--- src/rtl/muldiv_unit_pkg.sv ---
// rtl/muldiv_unit_pkg.sv - shared encodings and constants for the multiply/divide unit
package muldiv_unit_pkg;

    localparam int MD_DEFAULT_BITS = 32;

    typedef enum logic [1:0] {
        MD_MULT  = 2'd0,
        MD_MULTU = 2'd1,
        MD_DIV   = 2'd2,
        MD_DIVU  = 2'd3
    } md_op_e;

    typedef enum logic [1:0] {
        ST_IDLE = 2'd0,
        ST_MUL  = 2'd1,
        ST_DIV  = 2'd2,
        ST_FIX  = 2'd3
    } md_state_e;

    // Quotient reported for a zero divisor; every bit is set, so the top
    // replicates bit 0 to whatever operand width it is built with.
    localparam logic [MD_DEFAULT_BITS-1:0] DIV_ZERO_LO = '1;

endpackage

--- src/rtl/div_iter_step.sv ---
// rtl/div_iter_step.sv - one combinational restoring-division step
module div_iter_step #(
    parameter int DATA_BITS = 32
) (
    input  logic [DATA_BITS-1:0] rem_i,
    input  logic [DATA_BITS-1:0] quo_i,
    input  logic [DATA_BITS-1:0] divisor_i,
    output logic [DATA_BITS-1:0] rem_o,
    output logic [DATA_BITS-1:0] quo_o
);

    logic [DATA_BITS:0] shifted;
    logic [DATA_BITS:0] trial;

    // Shift the next dividend bit into the remainder, trial-subtract, keep on no borrow.
    always_comb begin
        shifted = {rem_i, quo_i[DATA_BITS-1]};
        trial   = shifted - {1'b0, divisor_i};
        if (trial[DATA_BITS]) begin
            rem_o = shifted[DATA_BITS-1:0];
            quo_o = {quo_i[DATA_BITS-2:0], 1'b0};
        end else begin
            rem_o = trial[DATA_BITS-1:0];
            quo_o = {quo_i[DATA_BITS-2:0], 1'b1};
        end
    end

endmodule

--- src/rtl/muldiv_unit.sv ---
// rtl/muldiv_unit.sv - multicycle multiply/divide unit with architectural HI/LO
module muldiv_unit
    import muldiv_unit_pkg::*;
#(
    parameter int DATA_BITS = MD_DEFAULT_BITS,
    parameter int CNT_BITS  = 6
) (
    input  logic                 clk,
    input  logic                 rst_n,
    input  logic                 start,
    input  logic [1:0]           op,
    input  logic [DATA_BITS-1:0] a,
    input  logic [DATA_BITS-1:0] b,
    input  logic                 mthi,
    input  logic                 mtlo,
    input  logic                 cancel,
    output logic                 busy,
    output logic                 done,
    output logic [DATA_BITS-1:0] lo,
    output logic [DATA_BITS-1:0] hi
);

    md_state_e            state_q, state_d;
    md_op_e               op_q, op_d;
    logic [DATA_BITS-1:0] a_q, a_d;
    logic [DATA_BITS-1:0] b_q, b_d;
    logic [DATA_BITS-1:0] rem_q, rem_d;
    logic [DATA_BITS-1:0] quo_q, quo_d;
    logic [DATA_BITS-1:0] dvs_q, dvs_d;
    logic [CNT_BITS-1:0]  cnt_q, cnt_d;
    logic [DATA_BITS-1:0] hi_q, hi_d;
    logic [DATA_BITS-1:0] lo_q, lo_d;
    logic                 done_q, done_d;

    logic [DATA_BITS-1:0]   rem_nx, quo_nx;
    logic [2*DATA_BITS-1:0] ext_a, ext_b, prod;
    logic [DATA_BITS-1:0]   q_fix, r_fix;
    logic                   mul_signed, a_in_neg, b_in_neg;

    div_iter_step #(.DATA_BITS(DATA_BITS)) u_step (
        .rem_i     (rem_q),
        .quo_i     (quo_q),
        .divisor_i (dvs_q),
        .rem_o     (rem_nx),
        .quo_o     (quo_nx)
    );

    // Product and sign-fixup datapath; the low 2W bits of a 2W-wide product
    // of extended operands are correct for both signed and unsigned forms.
    always_comb begin
        mul_signed = (op_q == MD_MULT);
        ext_a      = {{DATA_BITS{mul_signed & a_q[DATA_BITS-1]}}, a_q};
        ext_b      = {{DATA_BITS{mul_signed & b_q[DATA_BITS-1]}}, b_q};
        prod       = ext_a * ext_b;
        q_fix      = quo_q;
        r_fix      = rem_q;
        if (op_q == MD_DIV) begin
            if (a_q[DATA_BITS-1] ^ b_q[DATA_BITS-1]) q_fix = -quo_q;
            if (a_q[DATA_BITS-1])                    r_fix = -rem_q;
        end
        a_in_neg = (op == MD_DIV) && a[DATA_BITS-1];
        b_in_neg = (op == MD_DIV) && b[DATA_BITS-1];
    end

    // Next-state and register updates; cancel overrides every other input.
    always_comb begin
        state_d = state_q;
        op_d    = op_q;
        a_d     = a_q;
        b_d     = b_q;
        rem_d   = rem_q;
        quo_d   = quo_q;
        dvs_d   = dvs_q;
        cnt_d   = cnt_q;
        hi_d    = hi_q;
        lo_d    = lo_q;
        done_d  = 1'b0;
        if (cancel) begin
            state_d = ST_IDLE;
        end else begin
            case (state_q)
                ST_IDLE: begin
                    if (start) begin
                        op_d = md_op_e'(op);
                        a_d  = a;
                        b_d  = b;
                        if (op[1]) begin
                            state_d = ST_DIV;
                            rem_d   = '0;
                            cnt_d   = '0;
                            quo_d   = a_in_neg ? -a : a;
                            dvs_d   = b_in_neg ? -b : b;
                        end else begin
                            state_d = ST_MUL;
                        end
                    end else begin
                        if (mthi) hi_d = a;
                        if (mtlo) lo_d = a;
                    end
                end
                ST_MUL: begin
                    hi_d    = prod[2*DATA_BITS-1:DATA_BITS];
                    lo_d    = prod[DATA_BITS-1:0];
                    done_d  = 1'b1;
                    state_d = ST_IDLE;
                end
                ST_DIV: begin
                    rem_d = rem_nx;
                    quo_d = quo_nx;
                    cnt_d = cnt_q + CNT_BITS'(1);
                    if (cnt_q == CNT_BITS'(DATA_BITS - 1)) state_d = ST_FIX;
                end
                ST_FIX: begin
                    if (b_q == '0) begin
                        lo_d = {DATA_BITS{DIV_ZERO_LO[0]}};
                        hi_d = a_q;
                    end else begin
                        lo_d = q_fix;
                        hi_d = r_fix;
                    end
                    done_d  = 1'b1;
                    state_d = ST_IDLE;
                end
                default: state_d = ST_IDLE;
            endcase
        end
    end

    // State and datapath registers with asynchronous clear.
    always_ff @(posedge clk or negedge rst_n) begin
        if (!rst_n) begin
            state_q <= ST_IDLE;
            op_q    <= MD_MULT;
            a_q     <= '0;
            b_q     <= '0;
            rem_q   <= '0;
            quo_q   <= '0;
            dvs_q   <= '0;
            cnt_q   <= '0;
            hi_q    <= '0;
            lo_q    <= '0;
            done_q  <= 1'b0;
        end else begin
            state_q <= state_d;
            op_q    <= op_d;
            a_q     <= a_d;
            b_q     <= b_d;
            rem_q   <= rem_d;
            quo_q   <= quo_d;
            dvs_q   <= dvs_d;
            cnt_q   <= cnt_d;
            hi_q    <= hi_d;
            lo_q    <= lo_d;
            done_q  <= done_d;
        end
    end

    assign busy = (state_q != ST_IDLE);
    assign done = done_q;
    assign hi   = hi_q;
    assign lo   = lo_q;

endmodule

--- config.mk ---
export PLATFORM = sky130hd
export DESIGN_NAME = muldiv_unit
export DESIGN_NICKNAME = d
export VERILOG_FILES = /design/src/rtl/muldiv_unit_pkg.sv /design/src/rtl/div_iter_step.sv /design/src/rtl/muldiv_unit.sv
export SDC_FILE = /design/constraint.sdc
export NUM_CORES = 2
export LEC_CHECK = 0
export BUFFER_PORTS_ARGS = -buffer_cell sky130_fd_sc_hd__buf_2
export CAP_MARGIN = 40
export CORE_MARGIN = 4
export CORE_UTILIZATION = 35
export CTS_CLUSTER_SIZE = 20
export DETAILED_ROUTE_END_ITERATION = 6
export PLACE_DENSITY = 0.6
export SETUP_SLACK_MARGIN = 0.05
export SYNTH_ARGS = -nofsm -noshare
export SYNTH_HDL_FRONTEND = slang
export SYNTH_SLANG_ARGS = --single-unit
--- constraint.sdc ---
create_clock -name clk -period 10.5 [get_ports clk]
set_input_delay 1.575 -clock clk [delete_from_list [all_inputs] [get_ports clk]]
set_output_delay 1.575 -clock clk [all_outputs]
set_load 0.05 [all_outputs]
==> summary by stage <==
Floorplan
The floorplan has 142 rows. The die is 397.5 um wide. The initial core utilization is 35.32%.

During I/O placement, the number of pins put on the boundary was 138. The die is 397.5 um tall. The floorplan step defined a die boundary enclosing 158000 um^2.

The core box area is 150300 um^2.

Synth
Yosys printed 0 warnings. Ranked by total cell area, the synthesized netlist is headed by fa_1 (42%), dfrtp_1 (11%), inv_1 (9.0%). Summing the sequential cell areas from Yosys gives 11.08% of the chip area. The mean instance size in the synthesized netlist is 8.734 um^2.

After synthesis, the most frequently instantiated cells are inv_1 (1269), fa_1 (1126), nand2_1 (1051). The number of storage elements in the synthesis netlist is 235. The async set or reset register ratio after synthesis is 100.0%. The instance count of the mapped netlist is 6079. The synthesized netlist contains 80 unique library cells. The dominant cell type by area after synthesis is fa_1.

In the post-synthesis netlist, the cell with the most instances is inv_1. The synthesized design devotes to its leading area cell type 42.46% of total area. The most used flip-flop cell after synthesis is dfrtp_1.

The synthesized design contains 0 enable-type register cells. Counting every net in the synthesized netlist gives 7527. The synthesized area is 53090 um^2.

Flow run
The number of violations of the max-capacitance limit is 0.

Place
Port buffering added 137 buffers. The global placer's final weighted congestion is 0.9334. Summed over all nets, the half-perimeter wirelength after detailed placement is 142.2 mm. The pre-CTS setup slack is 1.617 ns.

Global route
The largest net degree at the start of global routing is 105. The met3 demand-to-capacity share in global routing is 4.040%. For met1 alone, demand over resource in global routing was 29.30%. The number of antenna violations at the first check in global routing came to 13. Global routing used 36.89% of the available met2 tracks. The first global-routing pass estimated 272.7 mm of wire. The via count of the first global-routing pass is 44.69k.

Global routing used 22.42% of the available tracks across all layers. For this run the aggregate overflow at the end of global routing stands at 0. The global-route layer with the greatest usage is met2.

Clock tree
The clock passes through at most 3 buffers. The clock insertion delay at the later pin of the skew report is 0.62 ns. The total number of clock tree sinks is 235.

The TritonCTS buffer count is 27. Once the clock tree was built, the setup fixing pass inserted 0 buffers. In this run the clock root is driven by a clkbuf_16.

The deepest level of the CTS H-tree is 1. The number of cells upsized or downsized after cts is 0. Clock-pin slew was measured on the worst setup and hold paths at 0.07 ns. TritonCTS built the clock tree. The number of buffers inserted for hold repair after clock tree synthesis is 0.

Routing
Dividing the detail-routed wire length by the instance count gives 21.76 um. The number of nets with antenna violations after routing is 0. The first TritonRoute pass finished after 6 iterations. The initial detailed-routing violation count is 3547.

The wire length after detailed routing is 175.0 mm. After detailed routing, the number of remaining DRC violations is 0. Dividing the detail-routed via count by the number of cells gives 5.260.

The total number of vias is 42.31k.

Finish
The area growth from synthesis to layout is 7.989%. For this run, the post-layout net count is 7450. The post-route netlist has 7.355% of its cells at a drive strength greater than 1.

Worst setup path
Among the stages of the critical path, the cell type that occurs most often is fa_1. STA classifies the critical path endpoint as a register. The gate family responsible for the most delay along the worst path is adder cells. For the worst setup path, the data required time is 11.00 ns.

The largest incremental delay on the critical path is 1.00 ns. The arrival time of the worst setup path is 9.61 ns. The worst setup path is of the register to register kind. The largest individual stage delay along the critical path comes from the cell dfrtp_1. The kind of start point of the critical path is a register. The largest fanout on the critical path is 17.

The number of buffers and inverters on the critical path is 6.

STA
For the final database, setup skew stands at 0.05846 ns. For the pin with the worst max-slew slack, the measured transition is 1.002 ns. In this run the tightest slew margin relative to its limit is 33.21%. Hold is met by 0.4654 ns.

Setup repair after global routing left no endpoint under its margin. In the finished design, the share of the clock period the worst path needs comes to 86.82%. Based on the critical path, the design can be clocked at up to 0.1097 GHz. The total count of hold-check failures in the final report came to 0. The worst setup slack after layout is 1.384 ns.

The number of failing setup endpoints in the final timing report is 0. The final critical path time including I/O delays and setup is 9.116 ns. For the final routed database, the setup TNS stands at 0 ns. The max-slew violation count came to 0.

Run status
The run finished with clean final reports.

Min path
The worst hold-check path type is register to register.
==> logic make-up after synthesis <==
kind of cell,synth area share [%]
xor gates and xnor gates,3.365
muxes,1.605
DFF,11.08
buffers and inverters,11.71
AOI/OAI and AO/OA,8.644
adders and majority gates,48.35
and+or+nand+nor,15.26
==> cells in the final DEF (no fill, tap or decap), types with 23 or more instances in the layout <==
cell type	Yosys	layout
buf_2	11	137
a21o_1	45	45
nor2_1	189	184
and2_1	266	266
clkbuf_16	0	27
nand2_1	1051	1050
o211ai_1	32	32
inv_1	1269	1269
a31oi_1	30	30
mux2_2	65	65
ha_1	250	250
nand3_1	48	48
and3_1	42	42
nand4_1	27	27
nor3_1	36	35
nor4_1	23	23
o31ai_1	24	24
or3_1	29	28
buf_4	0	109
xor2_1	82	81
xnor2_1	122	122
dfrtp_1	235	227
or2_2	25	25
fa_1	1126	1126
o21ai_0	261	261
a21oi_1	187	187
==> flip-flops by register name, indices dropped and copies added (netlist names) <==
signal,count
a_q,32
b_q,32
dvs_q,32
hi,32
lo,32
quo_q,32
rem_q,32
cnt_q,6
op_q,2
state_q,2
done,1
==> worst paths after layout <==
check                        from   endpoint  slack [ns]  cells after the start
min in group asynchronous   rst_n  dvs_q[30]        1.02                      1
max                        b_q[3]     hi[28]        1.38                     26
max reg2reg                b_q[3]     hi[28]        1.38                     26
max in group asynchronous   rst_n     a_q[6]        8.04                      3
min reg2reg                 hi[3]      hi[3]        0.47                      2
min                         hi[3]      hi[3]        0.47                      2
==> tightest hold or removal path: stages (launching register included) <==
cell	delay, ns
dfrtp_1	0.34
nand2_1	0.05
nand2_1	0.04
==> cell type report <==
class / instances / area, um^2
Sequential cell: 235 / 5891
Inverter: 1271 / 4771
Clock inverter: 17 / 269.0
Antenna cell: 5 / 12.51
Clock buffer: 33 / 728.2
Tap cell: 2016 / 2522
Multi-Input combinational cell: 4194 / 41040
Timing Repair Buffer: 273 / 2100
Fill cell: 15370 / 92970
==> routing by layer <==
layer	part of all wire (%)	vias to the layer above
met4	4.8	6
met2	47	1791
li1	-	18260
met3	8.1	401
met1	40	21860
met5	0.017	-
==> metrics by stage <==
stage               cells  utilization, %  cell area, um^2
floorplan            6079               -            53090
global placement     7964           37.11            55780
detailed placement   7988           37.47            56320
CTS                  8038           38.13            57320
global route         8039           38.14            57320
finish               8044           38.15            57340
Power is not shown: default switching activity piles up to over one toggle a cycle in this logic, so the estimate is an artifact.
